==> src/rtl/if_fetch_queue.sv <==
// Multi-word instruction fetch stage: each IM access returns FETCH_W words that
// are buffered in a QDEPTH-entry circular queue and handed to ID one per cycle.
module if_fetch_queue #(
  parameter int unsigned FETCH_W  = 2,
  parameter int unsigned QDEPTH   = 8,
  parameter logic [31:0] RESET_PC = 32'hBFC00000
) (
  input  logic                    CLK,
  input  logic                    RESET,
  output logic [31:0]             Instr_address_2IM,
  input  logic [32*FETCH_W-1:0]   Instr_fIM,
  input  logic                    IM_Ready,
  input  logic                    Stall_fmem,
  input  logic                    Request_Alt_PC,
  input  logic [31:0]             Alt_PC,
  input  logic                    STALL,
  output logic                    Instr_Valid,
  output logic [31:0]             Instr1_OUT,
  output logic [31:0]             Instr_PC_OUT,
  output logic [31:0]             Instr_PC_Plus4,
  output logic [$clog2(QDEPTH):0] Q_Count
);

  localparam int unsigned PW = $clog2(QDEPTH);
  localparam int unsigned CW = PW + 1;
  localparam logic [CW-1:0] GROUP      = CW'(FETCH_W);
  localparam logic [PW-1:0] GROUP_PTR  = PW'(FETCH_W);
  localparam logic [31:0]   GROUP_BYTES = 32'(4 * FETCH_W);

  logic [31:0]   fetch_pc;
  logic [31:0]   instr_q [QDEPTH];
  logic [31:0]   pc_q    [QDEPTH];
  logic [PW-1:0] head;
  logic [PW-1:0] tail;
  logic [CW-1:0] count;

  logic          run;
  logic          redirect;
  logic          pop;
  logic          push;
  logic          space_ok;
  logic [CW-1:0] free_slots;
  logic [PW-1:0] wr_base;
  logic [31:0]   next_fetch_pc;

  assign Instr_address_2IM = Request_Alt_PC ? Alt_PC : fetch_pc;

  // A memory stall freezes everything, including an incoming redirect.
  assign run         = !Stall_fmem;
  assign redirect    = Request_Alt_PC && run;
  assign Instr_Valid = (count != '0);
  assign pop         = Instr_Valid && !STALL && run;

  // Free space is judged before the same-cycle pop, so a full queue never
  // depends on ID accepting an instruction to make room.
  assign free_slots    = CW'(QDEPTH) - count;
  assign space_ok      = free_slots >= GROUP;
  assign push          = IM_Ready && run && (redirect || space_ok);
  assign wr_base       = redirect ? '0 : tail;
  assign next_fetch_pc = Instr_address_2IM + GROUP_BYTES;

  // NOTE: all state updates use non-blocking assignments so every register
  // samples the pre-edge values of its peers regardless of statement order.
  always_ff @(posedge CLK or negedge RESET) begin
    if (!RESET) begin
      fetch_pc <= RESET_PC;
      head     <= '0;
      tail     <= '0;
      count    <= '0;
    end else if (redirect) begin
      // The flushed queue restarts at slot 0; a ready Alt_PC group lands there.
      head     <= '0;
      tail     <= push ? GROUP_PTR : '0;
      count    <= push ? GROUP : '0;
      fetch_pc <= push ? next_fetch_pc : Alt_PC;
    end else begin
      if (pop) head <= head + PW'(1);
      if (push) begin
        tail     <= tail + GROUP_PTR;
        fetch_pc <= next_fetch_pc;
      end
      count <= count + (push ? GROUP : '0) - (pop ? CW'(1) : '0);
    end
  end

  // NOTE: queue storage has no reset; entry validity is tracked only by
  // count, which lets the array map onto plain RAM.
  always_ff @(posedge CLK) begin
    if (push) begin
      for (int i = 0; i < int'(FETCH_W); i++) begin
        instr_q[wr_base + PW'(i)] <= Instr_fIM[32*i +: 32];
        pc_q[wr_base + PW'(i)]    <= Instr_address_2IM + 32'(4 * i);
      end
    end
  end

  assign Instr1_OUT     = Instr_Valid ? instr_q[head] : '0;
  assign Instr_PC_OUT   = Instr_Valid ? pc_q[head] : '0;
  assign Instr_PC_Plus4 = Instr_Valid ? pc_q[head] + 32'd4 : '0;
  assign Q_Count        = count;

endmodule
==> config.mk <==
export PLATFORM = sky130hd
export DESIGN_NAME = if_fetch_queue
export DESIGN_NICKNAME = d
export VERILOG_FILES = /design/src/rtl/if_fetch_queue.sv
export SDC_FILE = /design/constraint.sdc
export NUM_CORES = 1
export LEC_CHECK = 0
export BUFFER_PORTS_ARGS = -buffer_cell sky130_fd_sc_hd__buf_2
export CORE_UTILIZATION = 50
export DETAILED_ROUTE_END_ITERATION = 7
export PLACE_DENSITY = 0.78
export SLEW_MARGIN = 20
export SYNTH_ARGS = -nofsm -noshare
export SYNTH_HDL_FRONTEND = slang
export SYNTH_SLANG_ARGS = --single-unit
==> constraint.sdc <==
create_clock -name CLK -period 6.5 [get_ports CLK]
set_clock_uncertainty 0.15 [all_clocks]
set_input_delay 1.95 -clock CLK [delete_from_list [all_inputs] [get_ports CLK]]
set_output_delay 1.95 -clock CLK [all_outputs]
set_load 0.02 [all_outputs]
Word-level counts from Yosys, hierarchy flattened:

Memories as Yosys holds them, arrays and structs flattened.
Index checks and enable logic that the tools add are counted.

* input bits: 102
* memories kept: 2
* memory bits (writable): 512
* word-level logic and storage cells: 45
* output and inout port bits: 133
* bits in registers: 42

* order comparisons: 1
* add/subtract/negate cells: 9
* reduce and logical (&&, ||, !) cells: 11
* muxes and demuxes: 18

Memory list
* instr_q: words 8, width 32, rd ports 1, clocked after Yosys merged registers in 0, wr ports 2, RTL line 31 `logic [31:0] instr_q [QDEPTH];`
* pc_q: words 8, width 32, rd ports 1, clocked after Yosys merged registers in 0, wr ports 2, RTL line 32 `logic [31:0] pc_q [QDEPTH];`

Operators by type and width (count)
* $mux 32: 7
* $add 32x3->32 const B: 2
* $add 32x4->32 const B: 1
* $mux 3: 5
* $add 3x1->3 const B: 2
* $logic_and 1x1->1: 5
* $add 4x2->4: 1
* $ge 4x2->1 const B: 1
* $mux 2: 2
* $mux 4: 1
* $reduce_bool 2->1: 2
* $reduce_bool 4->1: 1
* $sub 4x1->4: 1
* $sub 4x4->4 const A: 1
* $add 3x2->3 const B: 1
* $mux 1: 3
* $logic_not 1->1: 2
* $logic_or 1x1->1: 1

Depth between registers and ports, before layout:

Gate-level depths: netlist of the first run.

* word-level depth: 8
* mapped depth: 15
* gate-level depth less buffers: 13

Worst setup path before layout of the first run:

No wires, ideal clock.

* kind: input-to-reg
* start: in Request_Alt_PC
* end: mem instr_q[2][0], enable pin
* cell stages on the path: 8
* data required time: 5785 ps
* setup time: 565 ps
* buffers on the path: 3
* arrival time: 7529 ps
* path slack: -1744 ps
* cell sequence: nor2b_1 > clkbuf_1 > or4_1 > o211a_1 > clkbuf_1 > inv_1 > clkbuf_1 > nor3_1

RTL lines
* start, declared: RTL line 14 `input logic Request_Alt_PC,`
* end, declared: RTL line 31

Final worst setup path of the first run:

* start: reg head[1]
* end: out Instr_PC_Plus4[30]

* word-level cells in the longest chain between the ends: 3

Ends and longest elaborated chain
* start, declared: RTL line 33 `logic [PW-1:0] head;`
* start signal, assigned: RTL line 77 `if (pop) head <= head + PW'(1);`
* $mem_v2 8x32
* $add 32x3->32: RTL line 99 `assign Instr_PC_Plus4 = Instr_Valid ? pc_q[head] + 32'd4 : '0;`
* $mux 32: RTL line 99
* end, declared: RTL line 20 `output logic [31:0] Instr_PC_Plus4,`

Every way passes these cells.

==> out/metrics.cfg, run 1 <==
[route]
antenna_left = 0
wl_per_cell_um = 24.04
viasPerCell = 5.936
detail_route.iter0.violations = 2392
drt-total-wl_um = 78480
vias = 19380
firstDrtPassIters = 7
drc_errors = 0

[power_and_ir_drop]
p_leak_nw = 12.16
power_density_nw_per_um2 = 410.1
irDropWorstVdd_mv = 0.2542

[synthesis]
synth-main-ff-cell = edfxtp_1
syn-instance-count = 2374
ys_seq_area_share_pct = 57.67
synth.distinct_cells = 71
synth-warning-count = 0
syn_nets = 2488
ys_seq_elements = 553
synth_area_um2 = 28460
avgSynthCellArea_um2 = 11.99
async_flop_share_pct = 7.414
synth_edf_count = 512

[sta]
finalMaxSlewViolations = 0
clock.fmax_mhz = 157.4
setup_viol = 0
slew_headroom_pct = 17.28
hold_viol_final = 0
period_share_pct = 97.73
setup_tns_ps = 0
tightest_slew_ps = 1228
rsz0062_at_grt = false
min_period_ps = 6352
fin_ws_ps = 147.8

[floorplan]
fp-row-count = 87
ioPinCount = 235
die_w_um = 240.6
die_h_um = 240.6
start_util_pct = 50.57
dieArea_um2 = 57880
coreArea_um2 = 56280

[placement]
io_buffers = 234
place_ws_ps = 556.6
gp_congestion = 0.9539
dp_hpwl_um = 51130

[global_route]
antenna_found_initial = 11
track_usage_pct = 26.69
gr-total-overflow = 0
grt_max_degree = 65
grt_pass1_vias = 18700
grt_pass1_wl_um = 114300

[layout]
nets = 2569
fillers = 4407
area_growth_pct = 11.87
drive_gt1_share_pct = 23.48

[clocking]
cts_setup_buffers = 1
cts_made_buffers = 54
clock_path_buffers = 3
h-tree-depth = 2
cts_root_buffer = clkbuf_16
clock-sinks = 553
cts_tree = built
cts.reportedPaths.clkPinSlew_ps = 60
cts_resized = 0
cts-hold-fix-buffers = 0
clock_latency_ps = 590

[setup_path]
cp_data_arrival_time_ps = 4250
crit_path_end_kind = primary output
path_max_fanout = 46
cp-start-kind = flip-flop
cp_data_required_time_ps = 4400
critPathKind = flip-flop to primary output

[run]
cap_violations = 0

[run_status]
status = finished, final reports clean

[min_path]
min_path_type = flip-flop to flip-flop

## where the power goes
| group | internal, mW | switching (mW) | total [mW] |
|---|---|---|---|
| registers | 4.40 | 0.228 | 4.63 |
| clock network | 1.73 | 1.34 | 3.07 |
| logic | 2.01 | 3.35 | 5.36 |
## registers in the layout, indices dropped and copies added (netlist names)
signal and flops:
Q_Count 4, head 3, fetch_pc 32, instr_q 256
tail 2, pc_q 256
## critical path: stages (launching register included)
cell     delay [ps]
dfrtp_4         790
buf_12          370
mux4_2          270
nand2_1          60
and2_1          300
or4_1           610
or2_1           350
nor4_1          360
mux2_1          360
buf_2           160
## metrics by stage
stage / instances / hold slack, ps / utilization, % / power [mW] / area [µm²]
after floorplan: 2374 / 291.7 / - / 8.287 / 28470
after global placement: 3154 / 305.3 / 53.42 / 9.878 / 30060
after detailed placement: 3154 / 311.7 / 53.42 / 10.01 / 30060
after CTS: 3256 / 325.4 / 56.52 / 13.06 / 31810
after global routing: 3262 / 358.3 / 56.56 / 13.57 / 31830
final: 3265 / 325.4 / 56.57 / 13.06 / 31840
## cells in the final DEF (no fill, tap or decap), drive strengths merged, types with 5 or more instances in the layout
cell / Yosys / final
nor4: 13 / 13
o21ai: 24 / 24
or4: 9 / 9
nor2: 145 / 145
clkinv: 2 / 34
o41ai: 5 / 5
mux4: 122 / 122
edfxtp: 512 / 512
nor3: 31 / 31
a22oi: 8 / 8
dfrtp: 32 / 32
nor2b: 17 / 17
nand3b: 5 / 5
and2: 25 / 25
nand3: 23 / 23
inv: 76 / 75
clkbuf: 219 / 64
o211ai: 11 / 11
or3: 13 / 13
o31ai: 7 / 7
nand4: 14 / 14
mux2: 59 / 59
ha: 11 / 11
diode: 0 / 9
or2: 7 / 7
xor2: 32 / 32
dfstp: 9 / 9
and3: 13 / 13
a21o: 44 / 44
nand2: 561 / 561
mux2i: 75 / 75
a21oi: 30 / 30
xnor2: 123 / 123
buf: 57 / 301
## cell families (layout without fill, tap and decap cells)
family | count (synthesis) | count (layout) | synth area share [%]
AO/OA/AOI/OAI | 155 | 155 | 3.737
XOR/XNOR | 155 | 155 | 4.770
adder cells (fa/ha/maj) | 12 | 12 | 0.5539
buffers and inverters | 354 | 480 | 5.179
flip-flops | 553 | 553 | 57.67
multiplexers | 256 | 256 | 14.80
other | 1 | 10 | 0.01318
AND/OR/NAND/NOR | 888 | 888 | 13.28
## synthesized netlist by cell type (all sizes together) (13+ instances only)
master | instances | area, µm²
a21o | 44 | 330.3
buf | 57 | 359.1
or3 | 13 | 81.33
mux2 | 59 | 664.4
nor4 | 13 | 87.58
nand3 | 23 | 115.1
nor2 | 145 | 544.3
mux2i | 75 | 750.7
dfrtp | 32 | 800.8
and3 | 13 | 81.33
mux4 | 122 | 2796
xnor2 | 123 | 1077
nor3 | 31 | 155.2
xor2 | 32 | 280.3
edfxtp | 512 | 15370
inv | 76 | 285.3
clkbuf | 219 | 822.0
o21ai | 24 | 120.1
a21oi | 30 | 150.1
and2 | 25 | 158.9
nand4 | 14 | 87.58
nor2b | 17 | 113.9
nand2 | 561 | 2106
## area by class of cell
class                           instances  area (µm²)  share of cell area (%)
Inverter                               78       304.0                  0.9550
Clock inverter                         37       296.5                  0.9314
Antenna cell                            9       22.52                 0.07074
Tap cell                              756       945.9                   2.971
Multi-Input combinational cell       1467       10630                   33.39
Clock buffer                           64        1430                   4.492
Timing Repair Buffer                  301        1789                   5.620
Sequential cell                       553       16420                   51.57
## path summary, 6_finish.rpt
kind / to / from / slack [ps] / depth (start not counted)
max: Instr_PC_Plus4[30] / head[1] / 150 / 9
min: fetch_pc[0] / fetch_pc[0] / 330 / 2
max reg2reg: fetch_pc[19] / fetch_pc[4] / 2810 / 9
min reg2reg: fetch_pc[0] / fetch_pc[0] / 330 / 2
max in group asynchronous: head[1] / RESET / 4200 / 2
min in group asynchronous: fetch_pc[21] / RESET / 1100 / 1
## per-layer routing
| metal | wire (µm) | up-vias | share of wire, % | track usage, % |
|---|---|---|---|---|
| li1 | - | 8480 | - | - |
| met1 | 30830 | 9512 | 39 | 37.21 |
| met2 | 36870 | 1189 | 47 | 41.97 |
| met3 | 8329 | 193 | 11 | 5.330 |
| met4 | 2406 | 6 | 3.1 | 9.033 |
| met5 | 40 | - | 0.051 | 0 |
(Power assumes the default switching activity.)
==> inputs of run 2 (changes only) <==
--- a/config.mk
+++ b/config.mk
@@ -8,3 +8,5 @@
 export BUFFER_PORTS_ARGS = -buffer_cell sky130_fd_sc_hd__buf_2
+export CORE_ASPECT_RATIO = 0.9
 export CORE_UTILIZATION = 50
+export CTS_BUF_LIST = sky130_fd_sc_hd__clkbuf_4 sky130_fd_sc_hd__clkbuf_8
 export DETAILED_ROUTE_END_ITERATION = 7
==> constraint.sdc (replaced) <==
create_clock -name CLK -period 6.5 [get_ports CLK]
set_clock_uncertainty 0.15 [all_clocks]
set_input_delay 0.325 -clock CLK [delete_from_list [all_inputs] [get_ports CLK]]
set_output_delay 0.325 -clock CLK [all_outputs]
set_load 0.02 [all_outputs]
==> run 2 against run 1 <==
  * Fmax increased by 12%
  * Core utilization rose by 1.6 points
  * Via count up 3.8%
  * Worst setup slack better by 680 ps
  * Flip-flop and latch count did not move
  * Global-route usage is 1.5 points higher
  * Cell count grew 3.8%
  * Sequential power rose by 1%
  * Largest cell class unchanged
  * Highest routed layer unchanged
==> out/metrics.cfg, run 2 (synthesis results as in run 1) <==
[run_status]
status = finished, final reports clean

[route]
firstDrtPassIters = 6  ; -1
drc_errors = 0  ; unchanged
antenna_left = 0  ; unchanged
wl_per_cell_um = 23.89  ; -0.59%
viasPerCell = 5.932  ; about the same
detail_route.iter0.violations = 2489  ; +4.1%
vias = 20110  ; +3.8%
drt-total-wl_um = 81000  ; +3.2%

[power_and_ir_drop]
p_int_mw = 7.855  ; -3.5%
power.total_mw = 12.92  ; -1.1%
power_frac_comb_pct = 41.5  ; +0.5 points
p_sw_mw = 5.065  ; +3.0%
irDropWorstVdd_mv = 0.2758  ; +8.5%
p_leak_nw = 12.46  ; +2.5%
p_sw_share_pct = 39.20  ; +1.5 points
power_density_nw_per_um2 = 397.4  ; -3.1%
clkPwrFrac_pct = 22.2  ; -1.3 points
power_frac_seq_pct = 36.2  ; +0.7 points

[setup_path]
path_max_fanout = 59  ; +28%
cp-startpoint = head[1]
critPathKind = flip-flop to primary output
reg2reg_setup_slack_ps = 2290  ; -520 ps
regToRegStartpoint = Q_Count[0]
cp_data_required_time_ps = 6020  ; +1620 ps
crit_path_end_kind = primary output
cp-start-kind = flip-flop
cp_data_arrival_time_ps = 5190  ; +940 ps

[floorplan]
start_util_pct = 50.90  ; +0.33 points
fp-row-count = 82  ; -5.7%
coreArea_um2 = 55920  ; -0.64%
ioPinCount = 235  ; unchanged
dieArea_um2 = 57880  ; about the same
die_h_um = 228.3  ; -5.1%
die_w_um = 253.5  ; +5.4%

[sta]
rsz0062_at_grt = false
slew_headroom_pct = 16.35  ; -0.93 points
setup_tns_ps = 0  ; unchanged
tightest_slew_ps = 1239  ; +10.80 ps
clock.fmax_mhz = 176.4  ; +12%
finalMaxSlewViolations = 0  ; unchanged
hold_viol_final = 0  ; unchanged
min_period_ps = 5668  ; -684.2 ps
period_share_pct = 87.20  ; -11 points
setup_viol = 0  ; unchanged

[layout]
nets = 2675  ; +4.1%
final_common_cell = nand2_1
drive_gt1_share_pct = 23.62  ; +0.14 points
mostFrequentLayoutCells = nand2_1 (561), edfxtp_1 (512), buf_2 (233)
reg.largest.list = instr_q (256), pc_q (256), fetch_pc (32)
area_growth_pct = 14.24

[global_route]
grt_pass1_vias = 20490  ; +9.6%
met2_usage_pct = 44.97  ; +3.0 points
antenna_found_initial = 8  ; -3
grtUsageMet3_pct = 6.434  ; +1.1 points
grt_max_degree = 75  ; +15%
busiest_layer = met2
gr-total-overflow = 0  ; unchanged
track_usage_pct = 28.16  ; +1.5 points
grt_pass1_wl_um = 121800  ; +6.6%
use_met1_pct = 36.28  ; -0.93 points

[clocking]
cts_tree = built
cts_made_buffers = 86  ; +59%
clock_path_buffers = 3  ; unchanged
cts.reportedPaths.clkPinSlew_ps = 60  ; about the same
clock-sinks = 553  ; unchanged
clock_latency_ps = 680  ; +90 ps
cts_root_buffer = clkbuf_8
h-tree-depth = 3  ; +1

[min_path]
worstHoldStart = Alt_PC[19]
min_path_type = input pin to flip-flop

[placement]
io_buffers = 234  ; unchanged
dp_hpwl_um = 51320  ; +0.37%
gp_congestion = 0.9208  ; -3.5%

[run]
cap_violations = 0  ; unchanged

-- run 2: cell count changes in the layout (fill, tap and decap cells not counted), sizes merged --
| cell | change |
|---|---|
| dlygate4sd3 | +98 |
| clkinv | -1 |
| clkbuf | +57 |
| inv | +4 |
| bufinv | -4 |
| buf | -24 |
| clkinvlp | -1 |
| diode | -4 |
-- run 2: final cells by class --
cell class	instances	area, µm²
fill	4237	23400
sequential	553	16420
multi-input combinational	1467	10650
timing repair buffer	375	2510
clock buffer	121	1459
tap	756	945.9
inverter	78	304.0
clock inverter	35	215.2
antenna	5	12.51
-- run 2: worst paths after layout --
path / to / cells after the start
worst max register to register: instr_q[1][23] / 11
max in group asynchronous: head[0] / 3
worst max-delay path: Instr_PC_Plus4[29] / 8
worst min register to register: fetch_pc[0] / 2
worst min-delay path: fetch_pc[19] / 4
min in group asynchronous: fetch_pc[3] / 3
-- run 2: power groups by stage --
stage	Clock [mW]	Combinational [mW]	Sequential, mW
2_1_floorplan	0	3.69	4.60
3_3_place_gp	0	5.08	4.77
3_5_place_dp	0	5.17	4.80
4_1_cts	2.88	5.23	4.73
5_1_grt	3.04	5.70	4.72
6_report	2.87	5.37	4.68
-- run 2: repair_timing --
item                      4_1_cts  5_1_grt
gates resized for setup         0        0
hold endpoints to repair      396        0
hold buffers                   98        0
buffers inserted                0        0
-- run 2: through the flow --
stage	setup WS [ps]	cells	instance area (µm²)	util [%]	hold slack [ps]
after global placement	1494	3130	29810	53.31	307.1
after CTS	731.7	3384	32460	58.06	32.96
final	832.0	3390	32510	58.14	64.79
after floorplan	1191	2374	28460	-	-120.6
after detailed placement	1442	3130	29810	53.31	324.7
after global routing	747.0	3388	32510	58.13	60.42
-- run 2: layer usage --
layer	routed length, µm	vias to the layer above
met5	27	-
met4	3497	4
met3	8678	236
met2	38430	1272
met1	30370	9890
li1	-	8706
-- run 2: critical path: stages (launching register included) --
cell	delay, ps
dfrtp_4	1040
buf_4	580
mux2i_1	160
a22oi_1	190
o21ai_0	160
or3_1	450
or4_1	550
o41ai_1	1070
buf_2	340
==> inputs of run 3 (changes only) <==
- PLACE_DENSITY: 0.78 -> 0.76
- RECOVER_POWER: not set -> 100
- clock period: 6.5 -> 5.5 ns (I/O delays scaled with it)
==> run 3 against run 2 <==
  * The flow now finishes with violations (capacitance limit, slew limit)
  * Core utilization fell by 0.28 points
  * Die area did not move
  * First-iteration DRC count fell by 14%
  * Power rose by 18%
  * Sequential share of layout area rose by 0.24 points
==> out/metrics.cfg, run 3 (synthesis results as in run 1) <==
[route]
antenna_left = 0  ; unchanged
firstDrtPassIters = 5  ; -1
wl_met2_um = 37470  ; -2.5%
top_layer = met5
vias = 19800  ; -1.6%
detail_route.iter0.violations = 2143  ; -14%
wl_met3_um = 9065  ; +4.5%
wl_met1_um = 30200  ; -0.55%
wl_per_cell_um = 23.30  ; -2.5%
drt-total-wl_um = 79310  ; -2.1%
viasPerCell = 5.815  ; -2.0%
drc_errors = 0  ; unchanged

[floorplan]
coreArea_um2 = 55920  ; unchanged
die_w_um = 253.5  ; unchanged
ioPinCount = 235  ; unchanged
start_util_pct = 50.90  ; unchanged
fp-row-count = 82  ; unchanged
dieArea_um2 = 57880  ; unchanged
die_h_um = 228.3  ; unchanged

[sta]
setup_tns_ps = 0  ; unchanged
fin_ws_ps = 191.8  ; -640.2 ps
rsz0062_at_grt = false
min_period_ps = 5308
hold_viol_final = 0  ; unchanged
period_share_pct = 96.51
tightest_slew_ps = 2594  ; +1355 ps
clock.fmax_mhz = 188.4
finalMaxSlewViolations = 257  ; +257
setup_viol = 0  ; unchanged
slew_headroom_pct = -72.93  ; -89 points

[layout]
nets = 2682  ; +0.26%
drive_gt1_share_pct = 17.77  ; -5.9 points
fillers = 4430  ; +4.6%
multi_input_area_um2 = 10580  ; -0.60%
stdcell_count = 3404  ; +0.41%
area_growth_pct = 13.69
final_common_cell = nand2_1
register_area_um2 = 16420  ; unchanged
mostFrequentLayoutCells = nand2_1 (561), edfxtp_1 (512), nor2_1 (145)
reg.largest.list = instr_q (256), pc_q (256), fetch_pc (32)

[setup_path]
cp-start-kind = input pin
critPathKind = input pin to flip-flop
cp_data_required_time_ps = 5770  ; -250 ps
cpMaxStageDelayCell = clkbuf_1
path_buf_inv = 4  ; +2
path_max_fanout = 33  ; -44%
cp_data_arrival_time_ps = 5580  ; +390 ps
cp_top_family = buffers and inverters
cpPeakStageDelay_ps = 1230  ; +160 ps
cp_cell_sequence = dlygate4sd3_1 > clkbuf_1 > nor2b_1 > or4_1 > o211a_1 > inv_1 > or3_1 > clkbuf_2 > nor2_1 > nand2_1 > xnor2_1
crit_path_end_kind = flip-flop

[power_and_ir_drop]
irDropWorstVdd_mv = 0.3960  ; +44%
p_leak_nw = 12.13  ; -2.6%
power_density_nw_per_um2 = 469.2  ; +18%

[global_route]
grt_max_degree = 102  ; +36%
grt_pass1_wl_um = 118300  ; -2.9%
gr-total-overflow = 0  ; unchanged
antenna_found_initial = 4  ; -4
track_usage_pct = 27.39  ; -0.77 points
grt_pass1_vias = 19840  ; -3.1%

[clocking]
clock_path_buffers = 3  ; unchanged
cts_root_buffer = clkbuf_8
cts_made_buffers = 89  ; +3.5%
clock_latency_ps = 680  ; about the same
clock-sinks = 553  ; unchanged
cts.reportedPaths.clkPinSlew_ps = 60  ; about the same
cts_tree = built
h-tree-depth = 3  ; unchanged
cts_setup_buffers = 0  ; unchanged

[placement]
place_ws_ps = 917.0  ; -525.4 ps
placed_cells = 3132  ; +0.064%
dp_hpwl_um = 49960  ; -2.6%
gp_congestion = 0.8817  ; -4.2%
io_buffers = 234  ; unchanged

[run_status]
violations = capacitance limit, slew limit
status = finished with violations

[min_path]
min_path_type = input pin to flip-flop

[run]
cap_violations = 7  ; +7

run 3: timing repair:
action	CTS	global route
hold buffers	101	0
gates resized for setup	0	0
endpoints found under the hold margin	435	0
run 3: worst paths after layout:
path | cells after the start | slack (ps) | startpoint | end
max in group asynchronous | 3 | 2470 | RESET | head[0]
hold reg to reg | 2 | 330 | fetch_pc[0] | fetch_pc[0]
min in group asynchronous | 3 | 890 | RESET | fetch_pc[21]
setup / recovery | 11 | 190 | Stall_fmem | pc_q[5][18]
hold / removal | 4 | 230 | Alt_PC[2] | fetch_pc[2]
setup reg to reg | 11 | 640 | Q_Count[0] | instr_q[1][14]
run 3: worst min-delay path, cell delays in order:
cell and delay (ps):
dlygate4sd3_1 520, buf_2 110, nand2_1 40, nand2_1 50
run 3: through the flow:
step / area, µm² / utilization, % / power (mW) / hold slack (ps)
after global routing: 32350 / 57.86 / 15.81 / 246.6
after CTS: 32650 / 58.39 / 15.32 / 21.49
after floorplan: 28460 / - / 9.798 / -170.6
after detailed placement: 29830 / 53.36 / 11.70 / 265.5
final: 32360 / 57.87 / 15.18 / 231.1
after global placement: 29810 / 53.32 / 11.58 / 260.1
run 3: report_power, final:
group	switching [mW]	internal (mW)
Clock	1.68	1.91
Combinational	3.90	2.15
Sequential	0.325	5.22
run 3: cell type report:
| class | count | share of cell area (%) |
|---|---|---|
| inverters | 78 | 0.9203 |
| flip-flops and latches | 553 | 50.75 |
| multi-input cells | 1467 | 32.70 |
| well taps | 756 | 2.923 |
| repair buffers | 379 | 7.104 |
| diodes | 3 | 0.02320 |
| clock inverters | 40 | 0.8314 |
| clock buffers | 128 | 4.749 |
run 3: metal layers:
layer  GRT usage [%]  vias up
met5               0        -
met4           10.51        2
met3           6.275      192
met2           43.96     1166
met1           36.27     9715
li1                -     8720
